<file path="config.mk">
export PLATFORM = sky130hd
export DESIGN_NAME = serial_ripple_subtractor
export DESIGN_NICKNAME = d
export VERILOG_FILES = /design/src/rtl/serial_ripple_subtractor.sv
export SDC_FILE = /design/constraint.sdc
export NUM_CORES = 1
export LEC_CHECK = 0
export CAP_MARGIN = 15
export CELL_PAD_IN_SITES_DETAIL_PLACEMENT = 0
export CELL_PAD_IN_SITES_GLOBAL_PLACEMENT = 1
export CORE_UTILIZATION = 37
export CTS_CLUSTER_DIAMETER = 60
export CTS_CLUSTER_SIZE = 20
export DETAILED_ROUTE_END_ITERATION = 6
export GPL_ROUTABILITY_DRIVEN = 0
export HOLD_SLACK_MARGIN = 0.03
export PLACE_DENSITY_LB_ADDON = 0.25
export SLEW_MARGIN = 20
export SYNTH_ARGS = -nofsm -noshare
export SYNTH_HDL_FRONTEND = slang
export SYNTH_SLANG_ARGS = --single-unit
</file>
<file path="constraint.sdc">
create_clock -name clk_i -period 2.25 [get_ports clk_i]
set_clock_uncertainty 0.1 [all_clocks]
set_input_delay 0.225 -clock clk_i [delete_from_list [all_inputs] [get_ports clk_i]]
set_output_delay 0.225 -clock clk_i [all_outputs]
set_load 0.03 [all_outputs]
</file>
<file path="src/rtl/serial_ripple_subtractor.sv">
// Bit-serial N-bit subtractor: D = A - B - Bin, one full-subtractor cell and a
// borrow flop, LSB first, with a start/busy/done handshake and held results.
module serial_ripple_subtractor #(
  parameter int N = 8
) (
  input  logic         clk_i,
  input  logic         rst_i,
  input  logic         start_i,
  input  logic [N-1:0] A_i,
  input  logic [N-1:0] B_i,
  input  logic         Bin_i,
  output logic         busy_o,
  output logic         done_o,
  output logic [N-1:0] D_o,
  output logic         Bout_o,
  output logic         V_o
);

  localparam int CW = $clog2(N);
  localparam logic [CW-1:0] LAST_BIT = CW'(N - 1);

  localparam logic [1:0] S_IDLE = 2'd0;
  localparam logic [1:0] S_RUN  = 2'd1;
  localparam logic [1:0] S_DONE = 2'd2;

  logic [1:0]    state_q, state_d;
  logic [N-1:0]  a_sh_q, a_sh_d;
  logic [N-1:0]  b_sh_q, b_sh_d;
  logic [N-1:0]  res_q, res_d;
  logic [N-1:0]  d_q, d_d;
  logic [CW-1:0] cnt_q, cnt_d;
  logic          bw_q, bw_d;
  logic          bout_q, bout_d;
  logic          v_q, v_d;

  logic a_s, b_s, d_s, bw_nxt_s;
  logic [N-1:0] res_shift_s;

  // Full-subtractor cell on the current LSBs, and the next-state / datapath logic
  always_comb begin
    a_s         = a_sh_q[0];
    b_s         = b_sh_q[0];
    d_s         = a_s ^ b_s ^ bw_q;
    bw_nxt_s    = (~a_s & b_s) | (~(a_s ^ b_s) & bw_q);
    res_shift_s = {d_s, res_q[N-1:1]};

    state_d = state_q;
    a_sh_d  = a_sh_q;
    b_sh_d  = b_sh_q;
    res_d   = res_q;
    d_d     = d_q;
    cnt_d   = cnt_q;
    bw_d    = bw_q;
    bout_d  = bout_q;
    v_d     = v_q;

    case (state_q)
      S_IDLE, S_DONE: begin
        if (start_i) begin
          a_sh_d  = A_i;
          b_sh_d  = B_i;
          bw_d    = Bin_i;
          cnt_d   = {CW{1'b0}};
          state_d = S_RUN;
        end else begin
          state_d = S_IDLE;
        end
      end
      S_RUN: begin
        a_sh_d = {1'b0, a_sh_q[N-1:1]};
        b_sh_d = {1'b0, b_sh_q[N-1:1]};
        res_d  = res_shift_s;
        bw_d   = bw_nxt_s;
        if (cnt_q == LAST_BIT) begin
          // On the MSB step a_s/b_s/d_s are the sign bits needed for overflow
          state_d = S_DONE;
          d_d     = res_shift_s;
          bout_d  = bw_nxt_s;
          v_d     = (a_s ^ b_s) & (d_s ^ a_s);
          cnt_d   = {CW{1'b0}};
        end else begin
          state_d = S_RUN;
          cnt_d   = cnt_q + {{(CW-1){1'b0}}, 1'b1};
        end
      end
      default: begin
        state_d = S_IDLE;
      end
    endcase
  end

  // State and datapath registers with synchronous reset
  always_ff @(posedge clk_i) begin
    if (rst_i) begin
      state_q <= S_IDLE;
      a_sh_q  <= {N{1'b0}};
      b_sh_q  <= {N{1'b0}};
      res_q   <= {N{1'b0}};
      d_q     <= {N{1'b0}};
      cnt_q   <= {CW{1'b0}};
      bw_q    <= 1'b0;
      bout_q  <= 1'b0;
      v_q     <= 1'b0;
    end else begin
      state_q <= state_d;
      a_sh_q  <= a_sh_d;
      b_sh_q  <= b_sh_d;
      res_q   <= res_d;
      d_q     <= d_d;
      cnt_q   <= cnt_d;
      bw_q    <= bw_d;
      bout_q  <= bout_d;
      v_q     <= v_d;
    end
  end

  assign busy_o = (state_q == S_RUN);
  assign done_o = (state_q == S_DONE);
  assign D_o    = d_q;
  assign Bout_o = bout_q;
  assign V_o    = v_q;

endmodule
</file>
==> impl_metrics.toml, run 1 <==
[timing]
finalCritPeriodShare = 0.907
final_hold_viol_count = 0
final_max_slew_viol_count = 0
fin_setup_tns_ns = 0
rsz0062_at_grt = "no"
fmax_mhz = 490
worstMarginPinSlew_ns = 0.424
slew_headroom = 0.717
finalCriticalPeriod_ns = 2.04
setup_viol = 0

[logic_synthesis]
yosys-top-cells-area = "dfxtp_1 (47%), nand2_1 (14%), a311oi_1 (6.4%)"
ys.flop_type = "dfxtp_1"
ys_ff_latch = 39
yosys_warnings = 0
synth_top_area_frac = 0.475
netlist.top_cell.by_area = "dfxtp_1"
ys_seq_area_frac = 0.475
synth_area_per_cell_um2 = 8.44
synthCells = 195
syn_area_mm2 = 0.00165
synth_fp_nets = 219
netlist-cell-type-count = 28
synth_edf_count = 0
ys_async_sr_fraction = 0

[cts]
ctsHoldBuffers = 0
insertion_delay_ns = 0.28
clkSlewWorstSetupHoldPaths_ns = 0.07
cts_buffer_depth = 2
post_cts_buffers = 0
cts-htree-levels = 2
ctsResizeCount = 0
root_buffer = "clkbuf_8"
numCtsBuffers = 5
cts_tree = "done"
clock-sinks = 39

[layout]
num_antenna_cells = 0
layout.nets = 245
drive_above_1_share = 0.0682
area_growth_pct = 21.4
nFillCells = 428
final_area_mm2 = 0.00200

[power_and_ir_drop]
swShare = 0.249
p_sw_w = 0.000337
p_leak_nw = 0.722
pwr-share-seq = 0.554
clkPwrFrac = 0.314
intPower_w = 0.00101
powerDensity_mw_per_mm2 = 676
pwr-share-comb = 0.132
ir_drop_mv = 0.240

[critical_path]
critical_path_class = "reg -> out"
critPathRequiredTime_ns = 1.92
cp-end-kind = "output pin"
cp-endpoint = "busy_o"
arrival_ns = 1.72
reg2reg_depth = 5
cp-start-kind = "flip-flop"
reg2reg_from = "a_sh_q[0]"
crit_start = "state_q[0]"
worst_r2r_endpoint = "V_o"
crit_fanout = 11
reg2reg_slack_ns = 0.48

[drt]
drt_first_pass_iters = 4
routed_wl_um = 3310
drt-initial-drc-count = 59
vias = 1360
drc = 0
viasPerCell = 5.04
ant_nets = 0
avgRoutedWirePerCell_um = 12.3

[run]
maxCapViolations = 0

[floorplanning]
die_area_mm2 = 0.00472
num_rows = 23
io-pin-count = 32
start_util = 0.397
die_w_um = 68.7
die_h_um = 68.7
core_mm2 = 0.00414

[min_path]
hold_path_class = "reg -> reg"

[placement]
dpl.hpwl_um = 2200
place_area_mm2 = 0.00193
portBuffers = 31

[global_routing]
track_usage = 0.167
grt_antenna_before_repair = 0
grt_max_degree = 43
grt_first_pass_wirelength_um = 5740
grt_overflow_total = 0
grt_pass1_vias = 1308

[outcome]
outcome = "completed"
==> sequential cells by signal, indices dropped and copies added (netlist names) <==
signal,cells
Bout_o,1
D_o,8
V_o,1
a_sh_q,8
b_sh_q,8
bw_q,1
cnt_q,3
res_q,7
state_q,2
==> cell families (layout without fill, tap and decap cells) <==
family | Yosys count | count (layout) | synth area share
AOI/OAI and AO/OA | 38 | 38 | 0.167
DFF | 39 | 39 | 0.475
adders and majority gates | 4 | 4 | 0.0350
buffers and inverters | 18 | 43 | 0.0791
xor gates and xnor gates | 1 | 1 | 0.00532
and+or+nand+nor | 95 | 95 | 0.240
==> placed cells by master, fill, tap and decap left out, drive strengths merged <==
cell           count
a211oi             2
fa                 1
nand3b             1
nand2b             1
nor4b              1
o21a               1
a31oi              1
or3                1
inv                2
and3b              1
clkbuf             6
and2b              1
nor2b              1
ha                 3
nand3              4
nand2             63
a21oi             19
dfxtp             39
or2b               1
nor2              20
clkdlybuf4s50     31
a311oi            15
buf                4
xor2               1
==> critical path, stage by stage (launching register included) <==
cell and delay, ns:
dfxtp_1 0.44, nand2b_1 0.12, inv_2 0.17, clkdlybuf4s50_1 0.70
==> worst min path at each step <==
stage,depth (start not counted),slack [ns],startpoint,end
after global placement,2,0.34,D_o[0],D_o[0]
final,2,0.35,D_o[1],D_o[1]
after CTS,2,0.36,D_o[1],D_o[1]
after floorplan,2,0.26,A_i[7],a_sh_q[7]
after detailed placement,2,0.35,D_o[1],D_o[1]
after global routing,2,0.38,D_o[3],D_o[3]
==> metrics by stage <==
step / util / hold slack (ns) / worst slack [ns] / power [W] / instances
2_1_floorplan: - / 0.261 / 0.585 / 0.000897 / 195
3_3_place_gp: 0.465 / 0.343 / 0.552 / 0.000937 / 264
3_5_place_dp: 0.465 / 0.347 / 0.487 / 0.000943 / 264
4_1_cts: 0.482 / 0.357 / 0.196 / 0.00137 / 270
5_1_grt: 0.482 / 0.383 / 0.0979 / 0.00142 / 270
6_report: 0.482 / 0.351 / 0.209 / 0.00135 / 270
==> power by group through the flow <==
| stage | logic (W) | clock network, W | registers (W) |
|---|---|---|---|
| 6_report | 0.000178 | 0.000424 | 0.000749 |
| 4_1_cts | 0.000180 | 0.000439 | 0.000749 |
| 3_5_place_dp | 0.000179 | 0 | 0.000764 |
| 5_1_grt | 0.000199 | 0.000467 | 0.000753 |
| 2_1_floorplan | 0.000139 | 0 | 0.000758 |
| 3_3_place_gp | 0.000175 | 0 | 0.000762 |
==> cell type report <==
cell class	instances	area (um^2)	share of cell area
clock buffer	6	72.6	0.0363
tap	50	62.6	0.0313
sequential	39	781	0.391
timing repair buffer	35	340	0.170
inverter	2	7.51	0.00376
multi-input combinational	138	734	0.368
==> cells in the mapped netlist (2+ instances only) <==
cell,number
a211oi_1,2
a21oi_1,19
a311oi_1,12
a311oi_2,3
buf_2,2
buf_4,6
buf_6,5
clkbuf_1,2
dfxtp_1,39
ha_1,3
nand2_1,63
nand3_1,4
nor2_1,20
==> layer usage <==
metal / up-vias / GRT usage / wire [um]
met5: - / 0 / 0
met4: 0 / 0.0703 / 55
met3: 5 / 0.0543 / 128
met2: 28 / 0.279 / 1550
met1: 622 / 0.195 / 1580
li1: 705 / - / -
No activity file was read; power rests on OpenSTA's default activity.
==> run 2, diff against run 1 <==
--- a/config.mk
+++ b/config.mk
@@ -13,7 +13,7 @@
 export CTS_CLUSTER_SIZE = 20
 export DETAILED_ROUTE_END_ITERATION = 6
 export GPL_ROUTABILITY_DRIVEN = 0
-export HOLD_SLACK_MARGIN = 0.03
+export HOLD_SLACK_MARGIN = 0.15
 export PLACE_DENSITY_LB_ADDON = 0.25
 export SLEW_MARGIN = 20
 export SYNTH_ARGS = -nofsm -noshare
==> results of run 2 <==
Same layout as run 1: the final DEF is identical, and so are final timing and power.
==> variant 1, RTL diff (settings of run 2) <==
`N`: 8 -> 4.
--- a/src/rtl/serial_ripple_subtractor.sv
+++ b/src/rtl/serial_ripple_subtractor.sv
@@ -3,3 +3,3 @@
 module serial_ripple_subtractor #(
-  parameter int N = 8
+  parameter int N = 4
 ) (
Interface: changed (resized A_i, B_i and D_o); port bits go from 32 to 20. No check against the original RTL was run, so the function may have changed too.
==> variant 1 against run 2 <==
- clock power fell by 60%
- final area down 44%
- first-iteration DRC count fell by 85%
- wire length decreased by 45%
- synthesized area is 44% lower
- sequential cell count decreased by 17
- setup slack better by 7.4 ps
- critical path type unchanged
- critical endpoint unchanged
- power down 48%
- largest power group unchanged
==> variant 1: results <==
metrics = {
    "drt": {
        "wl_met1_um": 897,
        "route.detailed.drc": 0,
        "wl_um": 1810,
        "via_per_inst": 5.20,
        "vias": 791,
        "drtIter0Drc": 9,
        "met2_wirelength_um": 810,
        "highest_layer": "met4",
        "wl_met3_um": 83,
    },
    "cts": {
        "post_cts_resized": 0,
        "cts_buffers": 3,
        "cts_buffer_depth": 2,
        "htree_levels": 1,
        "path_clk_slew_ps": 110,
        "cts-root-buf": "clkbuf_4",
        "insertion_delay_ps": 300,
    },
    "worst_setup_path": {
        "slowest_delay_ps": 700,
        "worst_path_dominant_cell_family": "buffers and inverters",
        "reg2reg_to": "V_o$_SDFFE_PP0P_",
        "cp.arrival_ps": 1710,
        "path_max_fanout": 12,
        "crit_start": "state_q[0]$_SDFF_PP0_",
        "crit_end": "busy_o",
    },
    "run_status": {
        "status": "finished clean",
    },
    "synth": {
        "syn_nets": 124,
        "synth_warnings": 0,
        "ys_dominant_reg_cell": "dfxtp_1",
        "yosys-top-cells-area": "dfxtp_1 (48%), nand2_1 (11%), a311oi_1 (7.7%)",
        "synthTopCellsByCount": "nand2_1 (26), dfxtp_1 (22), a21oi_1 (11), nor2_1 (11), a311oi_1 (8)",
        "syn_area_per_cell_sq_um": 8.40,
        "yosysSeqAreaShare_pct": 48.1,
        "synth_cell_types": 22,
    },
    "place": {
        "dpl_worst_slack_ps": 361,
        "hpwl_um": 1240,
        "io_buffers": 19,
        "dpl_cell_area_sq_um": 1110,
    },
    "timing": {
        "tightest_slew_ps": 825,
        "fin_ws_ps": 216,
        "holdWs_ps": 360,
    },
    "global_routing": {
        "met3_usage_pct": 6.14,
        "grt_max_degree": 23,
        "grt_use_met2_pct": 26.2,
        "met1_usage_pct": 19.6,
        "grt_pass1_vias": 740,
        "grt_pass1_wl_um": 3140,
        "track_usage_pct": 16.0,
    },
    "finish": {
        "drive_gt1_share_pct": 4.84,
        "fin_nets": 141,
    },
    "power": {
        "p_leak_uw": 0.000406,
        "ir_worst_vdd_mv": 0.461,
    },
    "hold_path": {
        "worstHoldPathType": "reg -> reg",
        "min-delay-start": "D_o[2]$_SDFFE_PP0P_",
        "holdPathEnd": "D_o[2]$_SDFFE_PP0P_",
    },
}
variant 1: power breakdown:
group / internal (uW) / switching (uW) / total [uW]
sequential: 411 / 14.9 / 425
combinational: 51.1 / 61.2 / 112
clock: 62.4 / 109 / 171
variant 1: kinds of logic (layout without fill, tap and decap cells):
logic type / count (synthesis) / count (layout) / share of synthesized area (%)
flip-flops: 22 / 22 / 48.1
AND/OR/NAND/NOR: 51 / 51 / 24.6
buffers and inverters: 10 / 25 / 5.46
XOR/XNOR: 1 / 1 / 0.956
adder cells (fa/ha/maj): 3 / 3 / 4.92
AO/OA/AOI/OAI: 22 / 22 / 16.0
variant 1: worst register-to-register path: stages (launching register included):
cell     delay [ps]
dfxtp_1         390
inv_1            90
fa_1            540
xor2_1          160
or3_1           300
a21oi_1         140
variant 1: cell type report:
class / count / area (sq um)
Fill cell: 216 / 1150
Clock buffer: 3 / 22.5
Tap cell: 28 / 35.0
Multi-Input combinational cell: 77 / 425
Timing Repair Buffer: 20 / 198
Inverter: 2 / 7.51
Sequential cell: 22 / 440
==> variant 2, RTL diff (settings of run 2) <==
Made on the original files. Register the outputs `busy_o` and `done_o`, without a reset; this adds one clock of latency there. The other outputs are not delayed to match.
--- a/src/rtl/serial_ripple_subtractor.sv
+++ b/src/rtl/serial_ripple_subtractor.sv
@@ -116,4 +116,6 @@
 
-  assign busy_o = (state_q == S_RUN);
-  assign done_o = (state_q == S_DONE);
+  always_ff @(posedge clk_i) begin
+    busy_o <= (state_q == S_RUN);
+    done_o <= (state_q == S_DONE);
+  end
   assign D_o    = d_q;
Function: changed (Yosys sat finds a counterexample within 4 cycles, from zero or initial values and one cycle with rst_i high).
==> variant 2 against run 2 <==
- wire length is 0.88% higher
- synthesized area is 2.4% higher
- power is 17% higher
- sequential cell count is 2 higher
- final area is 4.7% higher
- via count is 2.4% higher
- setup slack better by 310 ps
- largest cell class unchanged
==> variant 2: results <==
metrics = {
    "drt": {
        "wl_um": 3340,
        "via_per_inst": 5.03,
        "dr.pass1.iters": 4,
        "drtIter0Drc": 66,
    },
    "global_routing": {
        "grt_pass1_vias": 1300,
        "grt_max_degree": 40,
        "grt_pass1_wl_um": 5730,
        "track_usage_pct": 15.0,
    },
    "synth": {
        "yosys-top-cells-area": "dfxtp_1 (49%), nand2_1 (14%), a311oi_1 (6.2%)",
        "synthArstFlopShare_pct": 0,
        "yosysSeqAreaShare_pct": 48.7,
        "syn_nets": 221,
        "syn_area_sq_um": 1690,
        "ys_dominant_reg_cell": "dfxtp_1",
        "syn-instance-count": 197,
        "synthTopCellsByCount": "nand2_1 (63), dfxtp_1 (41), nor2_1 (20)",
        "synth_cell_types": 28,
    },
    "cts": {
        "cts_buffers": 5,
        "postCtsSetupBuffers": 0,
        "post_cts_resized": 0,
    },
    "finish": {
        "antenna_cells": 0,
        "fin_cells": 277,
        "fin_nets": 248,
        "fillCellCount": 422,
        "drive_gt1_share_pct": 8.00,
    },
    "power": {
        "ir_worst_vdd_mv": 0.393,
        "p_leak_uw": 0.000765,
    },
    "place": {
        "dpl_cell_area_sq_um": 1980,
        "dpl_worst_slack_ps": 511,
        "io_buffers": 31,
        "hpwl_um": 2240,
        "dp.cells": 269,
    },
    "run_status": {
        "status": "finished clean",
    },
    "worst_setup_path": {
        "cp.arrival_ps": 1860,
        "path_max_fanout": 3,
        "slowest_delay_ps": 530,
        "crit_path_top_delay_cell": "fa_1",
    },
    "floorplanning": {
        "initial_core_util_pct": 38.7,
    },
    "timing": {
        "relSlewSlack_pct": 72.6,
    },
}
==> variant 2: logic make-up (layout without fill, tap and decap cells) <==
group / count (synthesis) / count (layout) / share of synthesized area (%)
buf+inv: 18 / 46 / 7.72
simple gates: 95 / 95 / 23.4
compound gates: 38 / 38 / 16.3
fa+ha+maj: 4 / 4 / 3.42
flops: 41 / 41 / 48.7
xor+xnor: 1 / 1 / 0.520
==> variant 2: worst max-delay path: cells and delay by family (launching register included) <==
family	cells	cell delay [ps]
buf+inv	1	80
simple gates	1	300
compound gates	1	140
fa+ha+maj	1	530
flops	1	360
xor+xnor	1	160
==> variant 2: per-layer routing <==
layer / part of all wire, % / GRT usage, %
met5: 0 / 0
met3: 4.3 / 5.09
met2: 46 / 25.1
met1: 48 / 17.6
met4: 1.1 / 6.12
==> variant 2: cell type report <==
cell class / instances / area share [%]
Clock buffer: 7 / 4.13
Clock inverter: 1 / 1.44
Inverter: 2 / 0.359
Multi-Input combinational cell: 138 / 35.1
Sequential cell: 41 / 39.2
Tap cell: 52 / 3.11
Timing Repair Buffer: 36 / 16.6
==> variant 2: path summary, 6_finish.rpt <==
kind / startpoint / end / slack [ps] / cells after the start
max: a_sh_q[0]$_SDFFE_PP0P_ / V_o$_SDFFE_PP0P_ / 520 / 5
min: D_o[2]$_SDFFE_PP0P_ / D_o[2]$_SDFFE_PP0P_ / 360 / 2
max reg2reg: a_sh_q[0]$_SDFFE_PP0P_ / V_o$_SDFFE_PP0P_ / 520 / 5
min reg2reg: D_o[2]$_SDFFE_PP0P_ / D_o[2]$_SDFFE_PP0P_ / 360 / 2
==> variant 2: power by group <==
group	switching (uW)	internal (uW)	leakage, uW
Combinational	97.3	83.7	0.000371
Clock	249	362	0.0000585
Sequential	22.6	762	0.000335
Total	369	1210	0.000765
